[config.mk]
export PLATFORM = sky130hd
export DESIGN_NAME = regfile_mp_sb
export DESIGN_NICKNAME = d
export VERILOG_FILES = /design/src/rtl/regfile_pkg.sv /design/src/rtl/regfile_scoreboard.sv /design/src/rtl/regfile_mp_sb.sv
export SDC_FILE = /design/constraint.sdc
export NUM_CORES = 2
export LEC_CHECK = 0
export ABC_CLOCK_PERIOD_IN_PS = 3390
export CAP_MARGIN = 20
export CORE_ASPECT_RATIO = 1.1
export CORE_MARGIN = 2
export CORE_UTILIZATION = 65
export CTS_BUF_LIST = sky130_fd_sc_hd__clkbuf_8
export DETAILED_ROUTE_END_ITERATION = 12
export PLACE_DENSITY = 0.79
export SKIP_LAST_GASP = 1
export SLEW_MARGIN = 10
export SYNTH_ARGS = -nofsm -noshare
export SYNTH_HDL_FRONTEND = slang
export SYNTH_HIERARCHICAL = 1
export SYNTH_SLANG_ARGS = --single-unit
[constraint.sdc]
create_clock -name clk -period 3.39 [get_ports clk]
set_clock_uncertainty 0.05 [all_clocks]
set_input_delay 0.678 -clock clk [delete_from_list [all_inputs] [get_ports clk]]
set_output_delay 0.678 -clock clk [all_outputs]
set_load 0.02 [all_outputs]
[src/rtl/regfile_pkg.sv]
// ============================================================================
// regfile_pkg : shared types, constants and port-unpacking helper for the
//               multi-port register file with busy scoreboard.
// Rev 1.0
// ============================================================================
`default_nettype none

package regfile_pkg;

  localparam int BIT_DEPTH_DEF      = 32;
  localparam int LOG_PORT_DEPTH_DEF = 5;
  localparam int PACK_MAX           = 1024;
  localparam int SLICE_MAX          = 64;

  typedef logic [LOG_PORT_DEPTH_DEF-1:0] reg_addr_t;
  typedef logic [BIT_DEPTH_DEF-1:0]      reg_data_t;

  localparam reg_addr_t REG_ZERO = '0;

  // Extracts slice idx (each width bits wide) from a zero-extended packed port bus.
  function automatic logic [SLICE_MAX-1:0] unpack_slice(
    input logic [PACK_MAX-1:0] vec,
    input int                  idx,
    input int                  width
  );
    return SLICE_MAX'(vec >> (idx * width)) &
           ((SLICE_MAX'(1) << width) - SLICE_MAX'(1));
  endfunction

endpackage

`default_nettype wire

[src/rtl/regfile_scoreboard.sv]
// ============================================================================
// regfile_scoreboard : per-register busy bits; flush > reserve > write-clear.
// Rev 1.0
// ============================================================================
`default_nettype none

module regfile_scoreboard
  import regfile_pkg::*;
#(
  parameter int LOG_PORT_DEPTH = LOG_PORT_DEPTH_DEF,
  parameter int NUM_WR         = 1
) (
  input  logic                             clk,
  input  logic                             rst_n,
  input  logic [NUM_WR-1:0]                wr_en,
  input  logic [NUM_WR*LOG_PORT_DEPTH-1:0] wr_addr,
  input  logic                             rsv_en,
  input  logic [LOG_PORT_DEPTH-1:0]        rsv_addr,
  input  logic                             flush,
  output logic [(2**LOG_PORT_DEPTH)-1:0]   busy_vec
);

  localparam int c_nreg = 2**LOG_PORT_DEPTH;

  logic [c_nreg-1:0] r_busy;
  logic [c_nreg-1:0] w_wr_hit;
  logic [c_nreg-1:0] w_rsv_hit;

  always_comb begin
    w_wr_hit  = '0;
    w_rsv_hit = '0;
    for (int p = 0; p < NUM_WR; p++) begin
      if (wr_en[p])
        w_wr_hit[LOG_PORT_DEPTH'(unpack_slice(PACK_MAX'(wr_addr), p, LOG_PORT_DEPTH))] = 1'b1;
    end
    if (rsv_en && (rsv_addr != LOG_PORT_DEPTH'(REG_ZERO)))
      w_rsv_hit[rsv_addr] = 1'b1;
  end

  // A same-cycle reserve overrides the clear: the newer producer owns the register.
  always_ff @(posedge clk or negedge rst_n) begin
    if (!rst_n)
      r_busy <= '0;
    else if (flush)
      r_busy <= '0;
    else
      r_busy <= (r_busy & ~w_wr_hit) | w_rsv_hit;
  end

  assign busy_vec = r_busy;

endmodule

`default_nettype wire

[src/rtl/regfile_mp_sb.sv]
// ============================================================================
// regfile_mp_sb : NUM_RD async read / NUM_WR sync write register file with
//                 busy scoreboard; optional forwarding via REGFILE_BYPASS_EN.
// Rev 1.0
// ============================================================================
`default_nettype none

module regfile_mp_sb
  import regfile_pkg::*;
#(
  parameter int BIT_DEPTH      = BIT_DEPTH_DEF,
  parameter int LOG_PORT_DEPTH = LOG_PORT_DEPTH_DEF,
  parameter int NUM_RD         = 2,
  parameter int NUM_WR         = 1
) (
  input  logic                             clk,
  input  logic                             rst_n,
  input  logic [NUM_RD*LOG_PORT_DEPTH-1:0] rd_addr,
  output logic [NUM_RD*BIT_DEPTH-1:0]      rd_data,
  output logic [NUM_RD-1:0]                rd_busy,
  input  logic [NUM_WR-1:0]                wr_en,
  input  logic [NUM_WR*LOG_PORT_DEPTH-1:0] wr_addr,
  input  logic [NUM_WR*BIT_DEPTH-1:0]      wr_data,
  input  logic                             rsv_en,
  input  logic [LOG_PORT_DEPTH-1:0]        rsv_addr,
  input  logic                             flush,
  output logic [(2**LOG_PORT_DEPTH)-1:0]   busy_vec
);

  localparam int c_nreg = 2**LOG_PORT_DEPTH;

  logic [BIT_DEPTH-1:0]      r_regs    [c_nreg];
  logic [LOG_PORT_DEPTH-1:0] w_wr_addr [NUM_WR];
  logic [BIT_DEPTH-1:0]      w_wr_data [NUM_WR];
  logic [c_nreg-1:0]         w_busy_vec;

  for (genvar p = 0; p < NUM_WR; p++) begin : g_wr
    assign w_wr_addr[p] = LOG_PORT_DEPTH'(unpack_slice(PACK_MAX'(wr_addr), p, LOG_PORT_DEPTH));
    assign w_wr_data[p] = wr_data[p*BIT_DEPTH +: BIT_DEPTH];
  end

  // Ascending port loop: the last non-blocking assignment wins, so the highest index has priority.
  always_ff @(posedge clk or negedge rst_n) begin
    if (!rst_n) begin
      for (int r = 0; r < c_nreg; r++)
        r_regs[r] <= '0;
    end else begin
      for (int p = 0; p < NUM_WR; p++) begin
        if (wr_en[p] && (w_wr_addr[p] != LOG_PORT_DEPTH'(REG_ZERO)))
          r_regs[w_wr_addr[p]] <= w_wr_data[p];
      end
    end
  end

  regfile_scoreboard #(
    .LOG_PORT_DEPTH (LOG_PORT_DEPTH),
    .NUM_WR         (NUM_WR)
  ) u_scoreboard (
    .clk      (clk),
    .rst_n    (rst_n),
    .wr_en    (wr_en),
    .wr_addr  (wr_addr),
    .rsv_en   (rsv_en),
    .rsv_addr (rsv_addr),
    .flush    (flush),
    .busy_vec (w_busy_vec)
  );

  assign busy_vec = w_busy_vec;

  for (genvar i = 0; i < NUM_RD; i++) begin : g_rd
    logic [LOG_PORT_DEPTH-1:0] w_addr;
    logic [BIT_DEPTH-1:0]      w_data;
    logic                      w_busy;

    assign w_addr = LOG_PORT_DEPTH'(unpack_slice(PACK_MAX'(rd_addr), i, LOG_PORT_DEPTH));

    always_comb begin
      w_data = r_regs[w_addr];
      w_busy = w_busy_vec[w_addr];
`ifdef REGFILE_BYPASS_EN
      for (int p = 0; p < NUM_WR; p++) begin
        if (wr_en[p] && (w_wr_addr[p] != LOG_PORT_DEPTH'(REG_ZERO)) && (w_wr_addr[p] == w_addr)) begin
          w_data = w_wr_data[p];
          if (!(rsv_en && (rsv_addr == w_addr)))
            w_busy = 1'b0;
        end
      end
`endif
      if (w_addr == LOG_PORT_DEPTH'(REG_ZERO)) begin
        w_data = '0;
        w_busy = 1'b0;
      end
    end

    assign rd_data[i*BIT_DEPTH +: BIT_DEPTH] = w_data;
    assign rd_busy[i]                        = w_busy;
  end

endmodule

`default_nettype wire

==> run_results.csv <==
group,metric,value,unit
timing,slew_viol_final,0,
yosys,synthTopCellsByArea,"dfrtp_1 47%, mux2_2 21%, mux4_2 19%",
yosys,syn-num-nets,3763,
yosys,avgSynthCellArea,15.1,um2
cts,numCtsBuffers,174,
setup_path,crit_fanout,12,
power,leakage,0.0303,uW
global_route,antenna_found_initial,15,
setup_path,start_kind,"primary input",
cells_and_area,nets,4237,
route,dr.first_iter.drc_count,5075,
floorplanning,die_h,312,um
cts,clock_latency,860,ps
yosys,synth_area,0.0560,mm2
floorplanning,die_w,284,um
setup_path,worstPathRequired,2660,ps
hold_path,hold_path_class,"register to register",
global_route,track_usage,0.436,
timing,finalCriticalPeriod,3540,ps
setup_path,crit_path_cell_trace,"buf_4 -> or3b_4 -> buf_6 -> buf_12 -> buf_6 -> o22ai_2 -> a2111oi_2 -> buf_4 -> nor3_4 -> buf_6 -> buf_12",
global_route,grt_max_degree,144,
yosys,synth_edf_count,0,
yosys,synth_async_sr_flop_share,1.00,
cts,cts_tree,"built",
placement,routabilityCongestion,0.944,
yosys,ys_types,45,
floorplanning,floorplan.die_area,0.0885,mm2
yosys,seq_area_frac_synth,0.472,
route,vias,41500,
cells_and_area,register_area,0.0264,mm2
placement,io_buffer_count,154,
route,wire_per_inst,36.3,um
timing,max_slew_margin,0.205,
timing,hold_violations,0,
timing,clock.fmax,282,MHz
route,wl,198000,um
setup_path,crit_type,"primary input to primary output",
setup_path,crit_buf_inv,7,
floorplanning,core,0.0851,mm2
route,drtAntennaViolNets,0,
cts,cts_buffer_depth,3,
route,dr.pass1.iters,6,
cells_and_area,fill_cells,4194,
setup_path,crit_path_frequent_cell,"buf_6",
yosys,synth_cells,3706,
cells_and_area,drive_above_1_share,0.611,
power,ir_worst_vdd,0.396,mV
setup_path,critPathArrivalTime,2820,ps
global_route,grt_pass1_wl,283000,um
run,max_cap_viol_count,0,
cells_and_area,design_area,0.0693,mm2
timing,period_share,1.05,
timing,tightestPinTransition,1190,ps
yosys,synth_top_area_cell,"dfrtp_1",
placement,hpwl,117000,um
outcome,status,"finished, violations left",
power,power.density,548,mW/mm2
placement,post-place-ws,-997,ps
global_route,grt_pass1_vias,43200,
setup_path,crit_path_top_delay_cell,"or3b_4",
route,drc,0,
cells_and_area,synthToLayoutAreaGrowth,23.7,%
cts,cts.sinks,1056,
setup_path,cp_slowest_stage_delay,460,ps
timing,rsz0062_at_grt,"yes",
yosys,synthFlopType,"dfrtp_1",
timing,setup_viol,41,
yosys,ys_ff_latch,1056,
yosys,yosysWarnings,6,
floorplanning,initial_core_util,0.658,
cts,clock-root-buffer,"clkbuf_8",
floorplanning,io_pins,155,
setup_path,cp-end-kind,"primary output",
yosys,synth_most_common_cell,"dfrtp_1",
yosys,synth_top_area_share,0.472,
cts,htreeDepth,4,
route,viasPerCell,7.60,
cts,clk_pin_slew,60,ps
placement,placedInstanceArea,0.0619,mm2
cells_and_area,multi_input_area,0.0298,mm2
timing,fin_ws,-154,ps
global_route,grt.overflow.total,0,
setup_path,cpLargestDelayFamily,"buffers and inverters",
yosys,yosys-top-cells-count,"1,056 x dfrtp_1, 1,029 x mux2_2, 482 x mux4_2",
floorplanning,rows,112,
outcome,violations,"setup timing",
==> cell type report <==
type                            count  area share
Multi-Input combinational cell   2224       0.430
Sequential cell                  1056       0.381
Timing Repair Buffer              722       0.115
Clock buffer                      235      0.0467
Tap cell                         1140      0.0206
Clock inverter                     76     0.00544
Antenna cell                        9    0.000325
Inverter                            2    0.000108
==> sequential cells by signal (all words and copies together), names as in the netlist <==
register and count:
r_regs 1024, u_scoreboard/busy_vec 32
==> cells by family (layout without fill, tap and decap cells) <==
group                  count (synthesis)  after routing  synth area share
other                                  0              9                 0
and+or+nand+nor                      220            220            0.0221
DFF                                 1056           1056             0.472
muxes                               1670           1670             0.429
buffers and inverters                426           1035            0.0347
AOI/OAI and AO/OA                    334            334            0.0420
==> where the power goes <==
| part | internal [uW] | total, uW | switching, uW |
|---|---|---|---|
| Clock | 6290 | 11600 | 5340 |
| Combinational | 5390 | 9390 | 4010 |
| Sequential | 14900 | 17000 | 2030 |
==> worst paths after layout <==
| kind | end | depth (start not counted) | start | slack [ps] |
|---|---|---|---|---|
| worst max-delay path | rd_data[37] | 11 | rd_addr[6] | -150 |
| worst min-delay path | r_regs[1022]$_DFFE_PN0P_ | 0 | r_regs[1022]$_DFFE_PN0P_ | 350 |
| worst max register to register | u_scoreboard/busy_vec[31]$_DFF_PN0_ | 5 | u_scoreboard/busy_vec[31]$_DFF_PN0_ | 2210 |
| worst min register to register | r_regs[1022]$_DFFE_PN0P_ | 0 | r_regs[1022]$_DFFE_PN0P_ | 350 |
| max in group asynchronous | r_regs[660]$_DFFE_PN0P_ | 3 | rst_n | 1730 |
| min in group asynchronous | r_regs[795]$_DFFE_PN0P_ | 2 | rst_n | 360 |
==> what timing repair did <==
action                                 4_1_cts  5_1_grt
cloned                                       7        7
endpoints found under the hold margin       44        0
resized for setup                          603       94
hold buffers                                 1        0
pin swaps                                  106       42
setup endpoints to repair                   66       62
setup buffers                              103       46
==> per-stage QoR <==
stage          TNS [ps]   util  hold WS (ps)  instances  power [uW]
3_5_place_dp     -37980  0.728           337       4999       25000
4_1_cts           -1270  0.801           349       5402       37100
5_1_grt           -2460  0.814           364       5462       39100
6_report          -1790  0.815           350       5464       38000
2_1_floorplan         0      -           332       3706       21900
3_3_place_gp     -37260  0.728           327       4999       24400
==> layer usage <==
metal  up-vias  part of all wire  global-route usage
met4         8             0.082               0.278
met2      3498              0.45               0.657
met5         -           0.00030                   0
met1     21400              0.34               0.558
met3      1104              0.13               0.129
li1      15500                 -                   -
==> cell usage in the layout (no fill, tap or decap), types with 15 or more instances in the layout <==
master and n:
o22ai_1 58, a2111oi_2 15, o21ai_0 29, o21ai_1 33, buf_2 21, clkbuf_8 235, buf_4 406, mux4_2 482
mux2_2 1025, dfrtp_1 1056, nor2b_1 44, nand2_2 15, buf_12 124, nor3_2 20, o22ai_4 18, inv_1 56
mux2i_1 157, buf_16 19, clkdlybuf4s50_1 78, a22oi_1 16, a22o_1 50, nor3_4 25, a2111oi_4 46, buf_6 46
o22ai_2 31, nor2_4 16
(Power assumes the default switching activity.)
